==> src/rtl/universal_shift_register.sv <==
// Universal shift register: shift/rotate in both directions, parallel load, clear,
// with a frame counter that strobes frame_done after every WIDTH-th shift.
module universal_shift_register #(
    parameter int              WIDTH       = 8,
    parameter logic [WIDTH-1:0] RESET_VALUE = '0,
    parameter int              CW          = $clog2(WIDTH) + 1
) (
    input  logic             clk,
    input  logic             reset,
    input  logic             enable,
    input  logic [2:0]       mode,
    input  logic             serial_in,
    input  logic [WIDTH-1:0] parallel_in,
    output logic [WIDTH-1:0] q,
    output logic             serial_out_msb,
    output logic             serial_out_lsb,
    output logic [CW-1:0]    count,
    output logic             frame_done
);

    localparam logic [2:0] MODE_HOLD  = 3'b000;
    localparam logic [2:0] MODE_SHL   = 3'b001;
    localparam logic [2:0] MODE_SHR   = 3'b010;
    localparam logic [2:0] MODE_ROL   = 3'b011;
    localparam logic [2:0] MODE_ROR   = 3'b100;
    localparam logic [2:0] MODE_LOAD  = 3'b101;
    localparam logic [2:0] MODE_CLEAR = 3'b110;

    localparam logic [CW-1:0] LAST_BIT = CW'(WIDTH - 1);

    logic [WIDTH-1:0] q_q, q_d;
    logic [CW-1:0]    count_q, count_d;
    logic             frame_done_q, frame_done_d;
    logic             shift_op;
    logic             restart_frame;

    always_comb begin
        q_d           = q_q;
        shift_op      = 1'b0;
        restart_frame = 1'b0;
        if (enable) begin
            case (mode)
                MODE_HOLD: q_d = q_q;
                MODE_SHL: begin
                    q_d      = {q_q[WIDTH-2:0], serial_in};
                    shift_op = 1'b1;
                end
                MODE_SHR: begin
                    q_d      = {serial_in, q_q[WIDTH-1:1]};
                    shift_op = 1'b1;
                end
                MODE_ROL: begin
                    q_d      = {q_q[WIDTH-2:0], q_q[WIDTH-1]};
                    shift_op = 1'b1;
                end
                MODE_ROR: begin
                    q_d      = {q_q[0], q_q[WIDTH-1:1]};
                    shift_op = 1'b1;
                end
                MODE_LOAD: begin
                    q_d           = parallel_in;
                    restart_frame = 1'b1;
                end
                MODE_CLEAR: begin
                    q_d           = '0;
                    restart_frame = 1'b1;
                end
                default: q_d = q_q;
            endcase
        end
    end

    // Load/clear discard any partial frame without a strobe.
    always_comb begin
        count_d      = count_q;
        frame_done_d = 1'b0;
        if (restart_frame) begin
            count_d = '0;
        end else if (shift_op) begin
            if (count_q == LAST_BIT) begin
                count_d      = '0;
                frame_done_d = 1'b1;
            end else begin
                count_d = count_q + CW'(1);
            end
        end
    end

    always_ff @(posedge clk or posedge reset) begin
        if (reset) begin
            q_q          <= RESET_VALUE;
            count_q      <= '0;
            frame_done_q <= 1'b0;
        end else begin
            q_q          <= q_d;
            count_q      <= count_d;
            frame_done_q <= frame_done_d;
        end
    end

    assign q              = q_q;
    assign count          = count_q;
    assign frame_done     = frame_done_q;
    assign serial_out_msb = q_q[WIDTH-1];
    assign serial_out_lsb = q_q[0];

endmodule

==> config.mk <==
export PLATFORM = sky130hd
export DESIGN_NAME = universal_shift_register
export DESIGN_NICKNAME = d
export VERILOG_FILES = /design/src/rtl/universal_shift_register.sv
export SDC_FILE = /design/constraint.sdc
export NUM_CORES = 1
export LEC_CHECK = 0
export BUFFER_PORTS_ARGS = -buffer_cell sky130_fd_sc_hd__buf_4
export CAP_MARGIN = 5
export CORE_UTILIZATION = 45
export DETAILED_ROUTE_END_ITERATION = 12
export PLACE_DENSITY_LB_ADDON = 0.1
export SETUP_SLACK_MARGIN = 0.15
export SYNTH_ARGS = -nofsm -noshare
export SYNTH_HDL_FRONTEND = slang
export SYNTH_SLANG_ARGS = --single-unit
==> constraint.sdc <==
create_clock -name clk -period 2.65 [get_ports clk]
set_input_delay 0.1325 -clock clk [delete_from_list [all_inputs] [get_ports clk]]
set_output_delay 0.1325 -clock clk [all_outputs]
set_load 0.005 [all_outputs]
# Word-level counts from Yosys, hierarchy flattened
# Index checks and enable logic that the tools add are counted.
[word_totals] register_bits=13 output_inout_bits=15 wordCells=27 in_bits=15
[classes] n_eq_ne=7 reduce_logical=5 n_addsub=1 muxes=11
[op_table] cell="8-bit case mux with 6 select lines" count=1
[op_table] cell="4-bit 2-to-1 mux" count=3
[op_table] cell="3-bit == test, second input constant" count=3
[op_table] cell="1-bit 2-to-1 mux" count=7
[op_table] cell="3-bit by 2-bit == test with 1-bit output, second input constant" count=2
[op_table] cell="6-bit nonzero test" count=1
[op_table] cell="4-bit by 1-bit adder with 4-bit output, second input constant" count=1
[op_table] cell="4-bit by 3-bit == test with 1-bit output, second input constant" count=1
[op_table] cell="4-bit OR reduction" count=1
[op_table] cell="3-bit by 1-bit == test with 1-bit output, second input constant" count=1
[op_table] cell="2-bit AND reduction" count=1
[op_table] cell="2-bit nonzero test" count=1
[op_table] cell="2-bit OR reduction" count=1

# Longest topological paths before layout
[logic_depth] depth_word=6 ltp_mapped=6

# Least setup slack after synthesis
# OpenSTA, ideal clock, no wires.
[synth_timing] path_kind="flip-flop to flip-flop" from="register count_q[0] (netlist: count[0])" to="register count_q[3] (netlist: count[3])" t_required_ns=2.560 setup_slack_ns=1.297 path_stages_with_launch=4 setup_ns=0.090 arrival_time_ns=1.262 cell_sequence="dfrtp_1 -> ha_1 -> or4_1 -> o221ai_1"
[synth_via] elab_chain_len=4 word_cells_on_any_way=5 classes_between="add/sub: 1; eq/ne: 1; mux: 3"
[synth_lines] item="start: declaration" line="32" rtl="logic [CW-1:0] count_q, count_d;"
[synth_lines] item="start signal: assignment" line="96" rtl="count_q <= count_d;"
[synth_lines] item="4-bit by 1-bit adder with 4-bit output or 4-bit by 3-bit == test with 1-bit output (tied branches)" line="84, 80"
[synth_lines] item="4-bit 2-to-1 mux *" line="80" rtl="if (count_q == LAST_BIT) begin"
[synth_lines] item="4-bit 2-to-1 mux *" line="79" rtl="end else if (shift_op) begin"
[synth_lines] item="4-bit 2-to-1 mux *" line="77" rtl="if (restart_frame) begin"
# Every way passes the cells marked *; elsewhere a longest branch is shown, timed or not. The select of a mux whose other input is x is not followed.
# A chain may end at the register's enable or synchronous reset.

# Worst setup path after layout
# Ends and elaborated chain as after synthesis.

==> flow_summary.ini <==
[pwr]
combPwrFrac_pct = 33.9
total_leakage_power_nw = 0.4905
p_total_mw = 0.6536
power_switching_mw = 0.2299
p_int_mw = 0.4238
pwr-share-clk_pct = 20.2
powerDensity_mw_per_mm2 = 599.8
switching_share_pct = 35.17
vdd.ir_drop.worst_mv = 0.4227
seqPwrFrac_pct = 45.9

[final_layout]
fillers = 166
drive_gt1_share_pct = 27.91
multiInputGateArea_um2 = 441.7
fin_cells = 154
final_util_pct = 63.12
finalNetCount = 146
n_antenna_cell = 0
seq_area_um2 = 325.3
area_growth_pct = 30.78

[routing]
drt-initial-drc-count = 20
vias_per_cell = 5.636
dr.pass1.iters = 4
ant_nets = 0
routed_wirelength_mm = 2.094
vias = 868
drcViolationCount = 0
post_drt_wl_per_cell_um = 13.60

[critical_path]
rrSetupSlack_ns = 1.16
slowest_stage = or4_1
reg2reg_from = count[0]
worstSetupPathType = reg2reg
end_kind = register
crit_family = simple AND/OR/NAND/NOR gates
crit_required_ns = 2.85
worstPathCellList = ha_1, or4_1, o221ai_1
worstSetupStartpointType = register
slowest_delay_ns = 0.54
r2r_end = count[3]
path_max_fanout = 7
ff2ff_path_depth = 3
crit_arrival_ns = 1.69
critPathBufInv = 0

[synth]
seq_area_frac_synth_pct = 39.04
synth_compound_area_share_pct = 29.73
syn-cell-area_um2 = 833.3
yosys_register_bits = 13
yosys.area_share.simple_pct = 19.97
synthCells = 101
synth.avg_cell_area_um2 = 8.250
synth_top_family_by_area = compound AO/OA/AOI/OAI gates
synth_xor_xnor_area_share_pct = 0
synthAdderAreaFrac_pct = 1.502
yosys_warnings = 0
syn_nets = 117
ys_types = 32
synthMuxAreaShare_pct = 1.802

[global_route]
grt_usage_pct = 23.26
antenna_found_initial = 0
grt_max_degree = 18
overflow = 0
first_global_vias = 752
grt_first_pass_wirelength_mm = 3.401

[sta]
worstMarginPinSlew_ns = 0.5484
setup_viol = 0
rsz0062_at_grt = no
whs_ns = 0.08957
finalCritPeriodShare_pct = 56.05
fin_setup_tns_ns = 0
clock.fmax_mhz = 673.3
slew_violations = 0
finalCriticalPeriod_ns = 1.485
hold_viol = 0
relSlewSlack_pct = 63.27
skew_ns = 0.004164

[clock_network]
path_clk_slew_ns = 0.09
root_buffer = clkbuf_4
insertion_delay_ns = 0.28
cts-htree-levels = 1
cts_inserted_buffers = 3
cts_hold_buf = 1
cts_resized = 0
cts_tree = built
cts_setup_buffers = 0
clock_path_buffers = 2
clock_sinks = 13

[floorplan]
core_mm2 = 0.001727
num_rows = 15
die_x_um = 45.03
io_pins = 30
die_h_um = 45.03
start_util_pct = 48.26
dieArea_mm2 = 0.002028

[job]
cap_violations = 0

[min_path]
whs_path_depth = 2
min_to = q[2]
hp-class = in2reg
hold_path_startpoint = enable

[placement]
hpwl_mm = 1.507
dp.cells = 149
gp_congestion = 0.8641
io_buffers = 29

[status]
status = finished clean
[synthesized netlist by cell type (all sizes together)]
library cell	number	area share, %
and3	1	0.75
o311ai	2	2.1
nor3	2	1.2
dfrtp	13	39
o22a	1	1.1
or4	1	0.90
and3b	1	1.1
nand3	3	1.8
a221o	1	1.2
o31ai	2	1.8
nor2	9	4.1
a21oi	1	0.60
o221ai	4	4.2
a31oi	7	5.3
o21ba	1	1.2
ha	1	1.5
mux2	1	1.8
nand2b	2	1.5
buf	4	3.0
a22oi	1	0.90
and2	1	0.75
inv	8	3.6
or2	2	1.5
nor2b	2	1.5
o21ai	10	6.0
clkbuf	3	1.4
nand2	11	5.0
o22ai	3	2.3
a32oi	3	3.2
[cell usage in the layout (no fill, tap or decap), types with 2 or more instances in the layout]
cell type and count:
a31oi_1 7, a32oi_1 3, buf_4 30, clkbuf_4 3, dfrtp_1 13, inv_1 8, nand2_1 11, nand2b_1 2
nand3_1 3, nor2_1 9, nor2b_1 2, nor3_1 2, o21ai_0 10, o221ai_1 4, o22ai_1 3, o31ai_1 2
[layout make-up]
| cell class | instances | area share (%) |
|---|---|---|
| multi-input combinational | 73 | 40.53 |
| sequential | 13 | 29.85 |
| timing repair buffer | 31 | 21.58 |
| tap | 25 | 2.870 |
| inverter | 8 | 2.755 |
| clock buffer | 4 | 2.411 |
[flip-flops by register name (all words and copies together), names as in the netlist]
register / cells
q: 8
count: 4
frame_done: 1
[kinds of logic (layout without fill, tap and decap cells)]
logic type,after synthesis,in the layout
muxes,1,1
buffers and inverters,15,43
and+or+nand+nor,35,35
adders and majority gates,1,1
AOI/OAI and AO/OA,36,36
DFF,13,13
[power by group through the flow]
stage | clock (mW) | sequential [mW] | combinational [mW]
final | 0.132 | 0.300 | 0.221
after detailed placement | 0 | 0.303 | 0.221
after CTS | 0.136 | 0.299 | 0.223
after global placement | 0 | 0.300 | 0.218
after global routing | 0.142 | 0.308 | 0.251
after floorplan | 0 | 0.293 | 0.115
[metal layers]
layer	track usage, %	share of wire (%)	routed length (um)	vias up
met5	0	0	0	-
met4	10.91	1.0	21	0
met3	4.400	4.6	97	2
met2	35.94	47	974	24
met1	31.25	48	1001	414
li1	-	-	-	428
[metrics by stage]
stage               setup WS, ns  cell area, um^2
floorplan                  1.297            833.3
global placement           1.145             1054
detailed placement         1.109             1054
CTS                        1.168             1090
global route               1.110             1090
finish                     1.165             1090
[worst max path at each step]
stage	slack [ns]	endpoint	cells after the start	from
floorplan	1.30	count[3]	3	count[0]
global placement	1.14	count[3]	5	mode[0]
detailed placement	1.11	count[3]	5	mode[0]
CTS	1.17	count[3]	3	count[0]
global route	1.11	count[3]	3	count[0]
finish	1.16	count[3]	3	count[0]
No activity file was read; power rests on OpenSTA's default activity.
